===== src/rtl/vx_commit_tx_pkg.sv =====
// Shared configuration, tracker state type and lane-expansion helper for the
// commit transmit slice.
package vx_commit_tx_pkg;

  localparam int NUM_THREADS = 4;
  localparam int NUM_WARPS   = 4;
  localparam int NW_WIDTH    = 2;
  localparam int XLEN        = 32;
  localparam int UUID_WIDTH  = 8;
  localparam int PC_BITS     = 32;
  localparam int NR_BITS     = 6;
  localparam int RRS_WIS_W   = 3;

  typedef enum logic {
    IDLE = 1'b0,
    OPEN = 1'b1
  } commit_tx_state_e;

  typedef struct packed {
    logic [NUM_THREADS-1:0]      tmask;
    logic [NUM_THREADS*XLEN-1:0] data;
  } expand_t;

  // Inputs arrive zero-extended to thread width; lane l of packet pid lands on
  // thread pid*lanes+l and every other thread stays zero.
  function automatic expand_t expand_lanes(input int unsigned              pid,
                                           input int unsigned              lanes,
                                           input logic [NUM_THREADS-1:0]      tmask,
                                           input logic [NUM_THREADS*XLEN-1:0] data);
    expand_t r;
    r.tmask = tmask << (pid * lanes);
    r.data  = data << (pid * lanes * XLEN);
    return r;
  endfunction

endpackage


===== src/rtl/vx_commit_tx_buf.sv =====
// Two-entry registered FIFO. Both sides use valid/ready: a beat transfers on
// the cycle valid && ready; out_data holds steady while out_valid && !out_ready.
module vx_commit_tx_buf #(
  parameter int DATAW = 8
) (
  input  logic             clk,
  input  logic             reset_n,
  input  logic             in_valid,
  output logic             in_ready,
  input  logic [DATAW-1:0] in_data,
  output logic             out_valid,
  input  logic             out_ready,
  output logic [DATAW-1:0] out_data
);

  logic [DATAW-1:0] mem_q [2];
  logic [DATAW-1:0] mem_d [2];
  logic             wr_ptr_q, wr_ptr_d;
  logic             rd_ptr_q, rd_ptr_d;
  logic [1:0]       count_q, count_d;
  logic             wr_fire, rd_fire;

  // When full, a draining head frees its slot on the same edge the new beat is
  // written into it, so the writer is allowed through.
  assign in_ready  = (count_q != 2'd2) || out_ready;
  assign out_valid = (count_q != 2'd0);
  assign out_data  = mem_q[rd_ptr_q];
  assign wr_fire   = in_valid && in_ready;
  assign rd_fire   = out_valid && out_ready;

  always_comb begin
    mem_d    = mem_q;
    wr_ptr_d = wr_ptr_q ^ wr_fire;
    rd_ptr_d = rd_ptr_q ^ rd_fire;
    count_d  = count_q;
    if (wr_fire) mem_d[wr_ptr_q] = in_data;
    case ({wr_fire, rd_fire})
      2'b10:   count_d = count_q + 2'd1;
      2'b01:   count_d = count_q - 2'd1;
      default: count_d = count_q;
    endcase
  end

  always_ff @(posedge clk or negedge reset_n) begin
    if (!reset_n) begin
      wr_ptr_q <= 1'b0;
      rd_ptr_q <= 1'b0;
      count_q  <= 2'd0;
    end else begin
      wr_ptr_q <= wr_ptr_d;
      rd_ptr_q <= rd_ptr_d;
      count_q  <= count_d;
    end
  end

  always_ff @(posedge clk) begin
    mem_q <= mem_d;
  end

endmodule


===== src/rtl/vx_commit_tx.sv =====
// Commit transmit end: expands lane-narrow results to thread-wide commit
// packets, queues them in a 2-entry FIFO and tracks per-warp sop/pid/eop order.
module vx_commit_tx
  import vx_commit_tx_pkg::*;
#(
  parameter int NUM_LANES = NUM_THREADS,
  parameter int PID_BITS  = ((NUM_THREADS / NUM_LANES) > 1) ? $clog2(NUM_THREADS / NUM_LANES) : 1
) (
  input  logic                          clk,
  input  logic                          reset_n,
  input  logic                          in_valid,
  output logic                          in_ready,
  input  logic [UUID_WIDTH-1:0]         in_uuid,
  input  logic [NW_WIDTH-1:0]           in_wid,
  input  logic [NUM_LANES-1:0]          in_tmask,
  input  logic [PC_BITS-1:0]            in_PC,
  input  logic                          in_wb,
  input  logic [NR_BITS-1:0]            in_rd,
  input  logic [NUM_LANES*XLEN-1:0]     in_data,
  input  logic [PID_BITS-1:0]           in_pid,
  input  logic                          in_sop,
  input  logic                          in_eop,
  input  logic [RRS_WIS_W-1:0]          in_rrs_id,
  output logic                          commit_if_valid,
  input  logic                          commit_if_ready,
  output logic [RRS_WIS_W-1:0]          commit_if_rrs_id,
  output logic [UUID_WIDTH-1:0]         commit_if_uuid,
  output logic [NW_WIDTH-1:0]           commit_if_wid,
  output logic [NUM_THREADS-1:0]        commit_if_tmask,
  output logic [PC_BITS-1:0]            commit_if_PC,
  output logic                          commit_if_wb,
  output logic [NR_BITS-1:0]            commit_if_rd,
  output logic [NUM_THREADS*XLEN-1:0]   commit_if_data,
  output logic [PID_BITS-1:0]           commit_if_pid,
  output logic                          commit_if_sop,
  output logic                          commit_if_eop,
  output logic [NUM_WARPS-1:0]          busy_warps,
  output logic                          seq_err,
  output logic                          seq_err_sticky
);

  localparam int RATIO   = NUM_THREADS / NUM_LANES;
  localparam int TDATA_W = NUM_THREADS * XLEN;
  localparam int DATAW   = RRS_WIS_W + UUID_WIDTH + NW_WIDTH + NUM_THREADS + PC_BITS + 1
                         + NR_BITS + TDATA_W + PID_BITS + 2;

  logic [PID_BITS-1:0] pid_eff;
  expand_t             exp_w;
  logic [DATAW-1:0]    in_vec, out_vec;
  logic                in_fire;

  // A single-packet instruction carries no meaningful pid.
  assign pid_eff = (RATIO == 1) ? '0 : in_pid;
  assign in_fire = in_valid && in_ready;

  always_comb begin
    exp_w = expand_lanes(32'(pid_eff), NUM_LANES, NUM_THREADS'(in_tmask), TDATA_W'(in_data));
  end

  assign in_vec = {in_rrs_id, in_uuid, in_wid, exp_w.tmask, in_PC, in_wb, in_rd,
                   exp_w.data, pid_eff, in_sop, in_eop};

  vx_commit_tx_buf #(
    .DATAW (DATAW)
  ) u_buf (
    .clk       (clk),
    .reset_n   (reset_n),
    .in_valid  (in_valid),
    .in_ready  (in_ready),
    .in_data   (in_vec),
    .out_valid (commit_if_valid),
    .out_ready (commit_if_ready),
    .out_data  (out_vec)
  );

  assign {commit_if_rrs_id, commit_if_uuid, commit_if_wid, commit_if_tmask, commit_if_PC,
          commit_if_wb, commit_if_rd, commit_if_data, commit_if_pid, commit_if_sop,
          commit_if_eop} = out_vec;

  commit_tx_state_e    state_q   [NUM_WARPS];
  commit_tx_state_e    state_d   [NUM_WARPS];
  logic [PID_BITS-1:0] exp_pid_q [NUM_WARPS];
  logic [PID_BITS-1:0] exp_pid_d [NUM_WARPS];
  logic                seq_err_q, seq_err_d;
  logic                sticky_q, sticky_d;
  logic                trk_err;

  // Violations only raise flags; the packet itself is always queued.
  always_comb begin
    state_d   = state_q;
    exp_pid_d = exp_pid_q;
    trk_err   = 1'b0;
    if (in_fire) begin
      if (in_sop) begin
        if (state_q[in_wid] == OPEN || pid_eff != '0) trk_err = 1'b1;
        if (in_eop) begin
          state_d[in_wid] = IDLE;
        end else begin
          state_d[in_wid]   = OPEN;
          exp_pid_d[in_wid] = PID_BITS'(1);
        end
      end else if (state_q[in_wid] == IDLE) begin
        trk_err = 1'b1;
      end else begin
        if (pid_eff != exp_pid_q[in_wid]) trk_err = 1'b1;
        exp_pid_d[in_wid] = exp_pid_q[in_wid] + PID_BITS'(1);
        if (in_eop) state_d[in_wid] = IDLE;
      end
      if (in_eop && pid_eff != PID_BITS'(RATIO - 1)) trk_err = 1'b1;
    end
    seq_err_d = trk_err;
    sticky_d  = sticky_q | trk_err;
  end

  always_ff @(posedge clk or negedge reset_n) begin
    if (!reset_n) begin
      for (int w = 0; w < NUM_WARPS; w++) begin
        state_q[w]   <= IDLE;
        exp_pid_q[w] <= '0;
      end
      seq_err_q <= 1'b0;
      sticky_q  <= 1'b0;
    end else begin
      state_q   <= state_d;
      exp_pid_q <= exp_pid_d;
      seq_err_q <= seq_err_d;
      sticky_q  <= sticky_d;
    end
  end

  always_comb begin
    busy_warps = '0;
    for (int w = 0; w < NUM_WARPS; w++) busy_warps[w] = (state_q[w] == OPEN);
  end

  assign seq_err        = seq_err_q;
  assign seq_err_sticky = sticky_q;

endmodule

===== config.mk =====
export PLATFORM = sky130hd
export DESIGN_NAME = vx_commit_tx
export DESIGN_NICKNAME = d
export VERILOG_FILES = /design/src/rtl/vx_commit_tx_pkg.sv /design/src/rtl/vx_commit_tx_buf.sv /design/src/rtl/vx_commit_tx.sv
export SDC_FILE = /design/constraint.sdc
export NUM_CORES = 1
export LEC_CHECK = 0
export BUFFER_PORTS_ARGS = -buffer_cell sky130_fd_sc_hd__buf_4
export CAP_MARGIN = 20
export CELL_PAD_IN_SITES_DETAIL_PLACEMENT = 1
export CELL_PAD_IN_SITES_GLOBAL_PLACEMENT = 1
export CORE_MARGIN = 10
export CORE_UTILIZATION = 47
export DETAILED_ROUTE_END_ITERATION = 10
export HOLD_SLACK_MARGIN = 0.03
export PLACE_DENSITY = 0.88
export SETUP_SLACK_MARGIN = 0.02
export SYNTH_ARGS = -nofsm -noshare
export SYNTH_HDL_FRONTEND = slang
export SYNTH_SLANG_ARGS = --single-unit

===== constraint.sdc =====
create_clock -name clk -period 13.5 [get_ports clk]
set_clock_uncertainty 0.1 [all_clocks]
set_input_delay 4.05 -clock clk [delete_from_list [all_inputs] [get_ports clk]]
set_output_delay 4.05 -clock clk [all_outputs]
set_load 0.005 [all_outputs]

# ---- After elaboration in Yosys (flattened, before gate mapping)
# Cells that the tools add are included.
dict set report totals {
  ff_bits 388
  inputBits 191
  out_inout_bits 195
  elab_cells 76
}
dict set report op_classes {
  addsub 3
  magnitude_cmp 5
  eq_ne 4
  muxes 28
  bitwise_logic 10
  reduce_logical 11
}
# cell count
set op_table {}
lappend op_table {{two-way mux 187 bit} 4}
lappend op_table {{bitwise mux 374 bit} 1}
lappend op_table {{demux 187 bit (select 1 bit)} 1}
lappend op_table {{two-way mux 4 bit} 7}
lappend op_table {{two-way mux 1 bit} 10}
lappend op_table {{bitwise OR 4 bit} 2}
lappend op_table {{nonzero test 2 bit} 4}
lappend op_table {{AND reduction 3 bit} 2}
lappend op_table {{AND 4 bit} 1}
lappend op_table {{binary-select mux 1 bit (select 2 bit)} 2}
lappend op_table {{bitwise mux 4 bit} 1}
lappend op_table {{greater-or-equal comparator 2 bit (second input constant)} 2}
lappend op_table {{logical AND 1 bit} 4}
lappend op_table {{inequality test 2 bit (second input constant)} 2}
lappend op_table {{NOT 1 -> 2 bit} 2}
lappend op_table {{NOT 4 bit} 1}
lappend op_table {{case mux 2 bit (2 select lines)} 1}
lappend op_table {{greater-or-equal comparator 3 bit (second input constant)} 1}
lappend op_table {{less-than comparator 3 x 1 -> 1 bit (second input constant)} 1}
lappend op_table {{NOT 2 -> 3 bit} 1}
lappend op_table {{adder 2 x 1 -> 2 bit (second input constant)} 1}
lappend op_table {{demux 1 bit (select 2 bit)} 1}
lappend op_table {{equality test 2 x 1 -> 1 bit (second input constant)} 1}
lappend op_table {{equality test 2 bit (second input constant)} 1}
lappend op_table {{6 further kinds} 7}

# ---- Logic depth before layout (Yosys ltp)
dict set report depth {
  depth_word 10
  depth_mapped 8
  mapped_depth_nobuf 6
}

# ---- Hierarchy
# From an unflattened synthesis, not the netlist that was laid out.
dict set report hier_totals {
  hier_cells 662
  hier_area_um2 14752.9
}
# module instances cells_per_inst area_per_inst_um2 seq_area_each_um2
set modules_own_cells {}
lappend modules_own_cells {vx_commit_tx_buf 1 601 14126.0 11330.9}
lappend modules_own_cells {vx_commit_tx 1 61 626.9 250.2}

# ---- Worst setup path before layout
# No wires, ideal clock.
dict set report synth_timing {
  path_kind {input -> register}
  start {in commit_if_ready}
  end {reg u_buf.mem_q[0] in the netlist's numbering (enable)}
  setup_time_ps 570
  arrival_ps 9012
  t_required_ps 12830
  slack_ps 3818
  path_stages 6
  path_buffers 2
  cell_sequence {or3b_1 > clkbuf_1 > buf_2 > nand2_1 > inv_1 > ha_1}
}
dict set report synth_via {
  elab_chain_cells 2
}
# element line
set synth_rtl {}
lappend synth_rtl {{start, declared} vx_commit_tx.sv:25} ;# input logic commit_if_ready,
lappend synth_rtl {{logical OR 1 bit} vx_commit_tx_buf.sv:25} ;# assign in_ready = (count_q != 2'd2) || out_ready;
lappend synth_rtl {{via in_ready} vx_commit_tx.sv:12} ;# output logic in_ready,
lappend synth_rtl {{logical AND 1 bit} vx_commit_tx_buf.sv:28} ;# assign wr_fire = in_valid && in_ready;
lappend synth_rtl {{end signal, assigned} vx_commit_tx_buf.sv:57} ;# mem_q <= mem_d;
lappend synth_rtl {{end, declared} vx_commit_tx_buf.sv:16} ;# logic [DATAW-1:0] mem_q [2];
# The timed path passes the listed nets, and every way through them passes these cells.
# A chain may end at the register's enable or synchronous reset.

# ---- Final worst setup path
dict set report layout_timing {
  start {in commit_if_ready}
  end {out in_ready}
}
dict set report layout_via {
  elab_chain_cells 1
}
# element line
set layout_rtl {}
lappend layout_rtl {{logical OR 1 bit} vx_commit_tx_buf.sv:25}
lappend layout_rtl {{end, declared} vx_commit_tx.sv:12}
# Every way passes these cells.

==> flow_summary_export.csv <==
group,metric,value,unit
hold_path,holdPathStages,1,
hold_path,min_path_type,"reg -> reg",
global_routing,grt_max_degree,75,
global_routing,grt-ovfl-total,0,
pwr,power.leakage,0.007015,uW
critical_path,rr_startpoint,"u_buf.count_q[1]$_DFFE_PN0P_",
pwr,p_per_area,211.5,nW/um2
floorplanning,die_x,193.8,um
critical_path,path_cells,"buf_4 -> or3b_1 -> buf_4",
global_routing,grtUsageTotal,20.32,%
floorplanning,io_pins,386,
sta,timing.final.crit_share,67.96,%
placement,port_buffers,383,
placement,place_congestion,0.7863,
critical_path,required,9350,ps
critical_path,cp_max_fo,16,
cells_and_area,final_common_cell,"buf_4",
sta,whs,444.1,ps
cells_and_area,final_layout_size_suffix_gt1_share,58.17,%
cells_and_area,final_cell_count_no_fill,1481,
floorplanning,fp-row-count,63,
critical_path,crit_arrival,5020,ps
synth,ys_ff_latch,386,
drt,routed-wl-met2,21.68,mm
sta,setup_viol,0,
drt,routed_via_density,5.232,
drt,topRoutingLayerUsed,"met5",
placement,dp_hpwl,27.54,mm
clock_tree,cts.htree.levels,2,
synth,synth_enable_flop_cells,372,
floorplanning,start_util,47.75,%
critical_path,start_kind,"input port",
synth,yosys_most_used_dff,"edfxtp_1",
critical_path,cp-end-kind,"primary output",
cells_and_area,layout_common_cells,"389 x buf_4, 372 x edfxtp_1, 186 x mux2_2",
sta,rsz0062_at_grt,"false",
run,drv_cap,0,
floorplanning,die_h,193.8,um
cells_and_area,area_growth,31.90,%
cells_and_area,fin_nets,1258,
critical_path,reg2reg_to,"u_buf.mem_q[194]$_DFFE_PP_",
drt,m1WireLength,13.30,mm
clock_tree,cts_hold_buf,0,
sta,worst_pin_slew,1036,ps
floorplanning,die-area,37540,um2
synth,netlist_area,14190,um2
floorplanning,fp.coreArea,29720,um2
pwr,vdd_ir_drop_max,137.5,uV
drt,dr.pass1.iters,5,
synth,async_flop_share,3.627,%
clock_tree,cts_setup_buffers,0,
sta,fin_ws,4326,ps
placement,dp_slack,4357,ps
critical_path,r2r_cells,5,
synth,ys_seq_area_share,81.18,%
critical_path,critPathSlowestCell,"or3b_1",
clock_tree,cts_tree,"done",
hold_path,hp-start,"u_buf.count_q[1]$_DFFE_PN0P_",
critical_path,slowest_delay,610,ps
drt,drt-initial-drc-count,420,
global_routing,antenna_found_initial,3,
sta,slew_violations,0,
clock_tree,cts.clk_slew.worst_paths,50,ps
drt,vias,7748,
synth,yosysWarnings,0,
drt,route.met3.wl,3.370,mm
sta,hold_viol,0,
clock_tree,cts_buffer_depth,3,
critical_path,reg2reg_setup_slack,9860,ps
global_routing,first_global_vias,8887,
drt,routed_wl,39.51,mm
global_routing,grt_pass1_wl,58.15,mm
drt,routedWlPerCell,26.68,um
drt,drc,0,
sta,fin_crit,9174,ps
hold_path,hold_end,"u_buf.count_q[1]$_DFFE_PN0P_",
placement,placed_cells,1412,
sta,max-slew-margin-rel,30.96,%
synth,yosysUniqueCellTypes,37,
synth,avgSynthCellArea,21.50,um2
critical_path,critical_path_class,"in -> out",
critical_path,cp_common_cell,"buf_4",
clock_tree,insertion_delay,510,ps
clock_tree,cts-root-buf,"clkbuf_16",
clock_tree,cts_resized,0,
synth,syn_nets,854,
sta,fmax,0.1090,GHz
sta,setup_tns,0,ps
clock_tree,clock_sinks,386,
clock_tree,cts_made_buffers,40,
status,status,"completed",
synth,synth_cells,660,
drt,antenna_left,0,
pwr,total_power,3960,uW
[cell families (layout without fill, tap and decap cells)]
| kind of cell | count (synthesis) | in the layout | share of synthesized area [%] |
|---|---|---|---|
| other | 1 | 2 | 0.02642 |
| XOR/XNOR | 4 | 4 | 0.2469 |
| buffers and inverters | 33 | 463 | 1.076 |
| AO/OA/AOI/OAI | 20 | 20 | 1.111 |
| flip-flops | 386 | 386 | 81.18 |
| multiplexers | 187 | 187 | 14.92 |
| AND/OR/NAND/NOR | 26 | 26 | 1.173 |
| adder cells (fa/ha/maj) | 3 | 3 | 0.2645 |
[power by group]
part	leakage, uW	switching, uW	total, uW	internal [uW]
Sequential	0.00364	114	1740	1620
Combinational	0.00278	559	1180	624
Clock	0.000595	432	1040	610
Total	0.00701	1100	3960	2860
[synthesized netlist by cell type (all sizes together) (3+ instances only)]
library cell | n | area [um2]
a31oi | 3 | 18.77
nor2b | 3 | 18.77
ha | 3 | 37.54
a41oi | 6 | 52.55
buf | 17 | 92.59
nor2 | 3 | 11.26
and3 | 3 | 18.77
clkbuf | 10 | 37.54
inv | 6 | 22.52
nor3 | 4 | 20.02
a21oi | 3 | 15.01
mux2 | 186 | 2095
edfxtp | 372 | 11170
a311oi | 4 | 41.29
dfrtp | 14 | 350.3
[per-stage QoR]
stage	cell area (um2)	utilization (%)
after detailed placement	17500	58.88
after floorplan	14190	-
final	18720	62.99
after global placement	17500	58.88
after CTS	18720	62.98
after global routing	18720	62.99
[worst max-delay path by stage]
| stage | from | endpoint | slack (ps) | cells past startpoint |
|---|---|---|---|---|
| after global routing | commit_if_ready | in_ready | 4290 | 3 |
| after detailed placement | commit_if_ready | in_ready | 4360 | 3 |
| final | commit_if_ready | in_ready | 4330 | 3 |
| after global placement | commit_if_ready | in_ready | 4370 | 3 |
| after floorplan | commit_if_ready | u_buf.mem_q[0]$_DFFE_PP_ | 3820 | 6 |
| after CTS | commit_if_ready | in_ready | 4330 | 3 |
[state kept, by name, summed over array words and instances, names as in the netlist, named ones only]
| signal | cells |
|---|---|
| u_buf.wr_ptr_q | 1 |
| u_buf.rd_ptr_q | 1 |
| exp_pid_q | 4 |
| u_buf.count_q | 2 |
| seq_err_sticky | 1 |
| seq_err | 1 |
| u_buf.mem_q | 372 |
[worst max-delay path, delay by kind of cell]
| kind | cells | cell delay, ps |
|---|---|---|
| buf+inv | 2 | 360 |
| simple gates | 1 | 610 |
[area by class of cell]
cell class | instances | area (um2)
antenna | 1 | 2.502
sequential | 386 | 11520
tap | 390 | 488.0
timing repair buffer | 389 | 2920
multi-input combinational | 241 | 2542
fill | 2597 | 11000
inverter | 6 | 22.52
clock buffer | 49 | 1056
clock inverter | 19 | 161.4
[per-layer routing]
layer	vias to the layer above	GRT usage (%)
li1	3431	-
met4	4	6.438
met3	74	6.691
met1	3921	20.76
met5	-	0
met2	318	38.05
No activity file was read; power rests on OpenSTA's default activity.
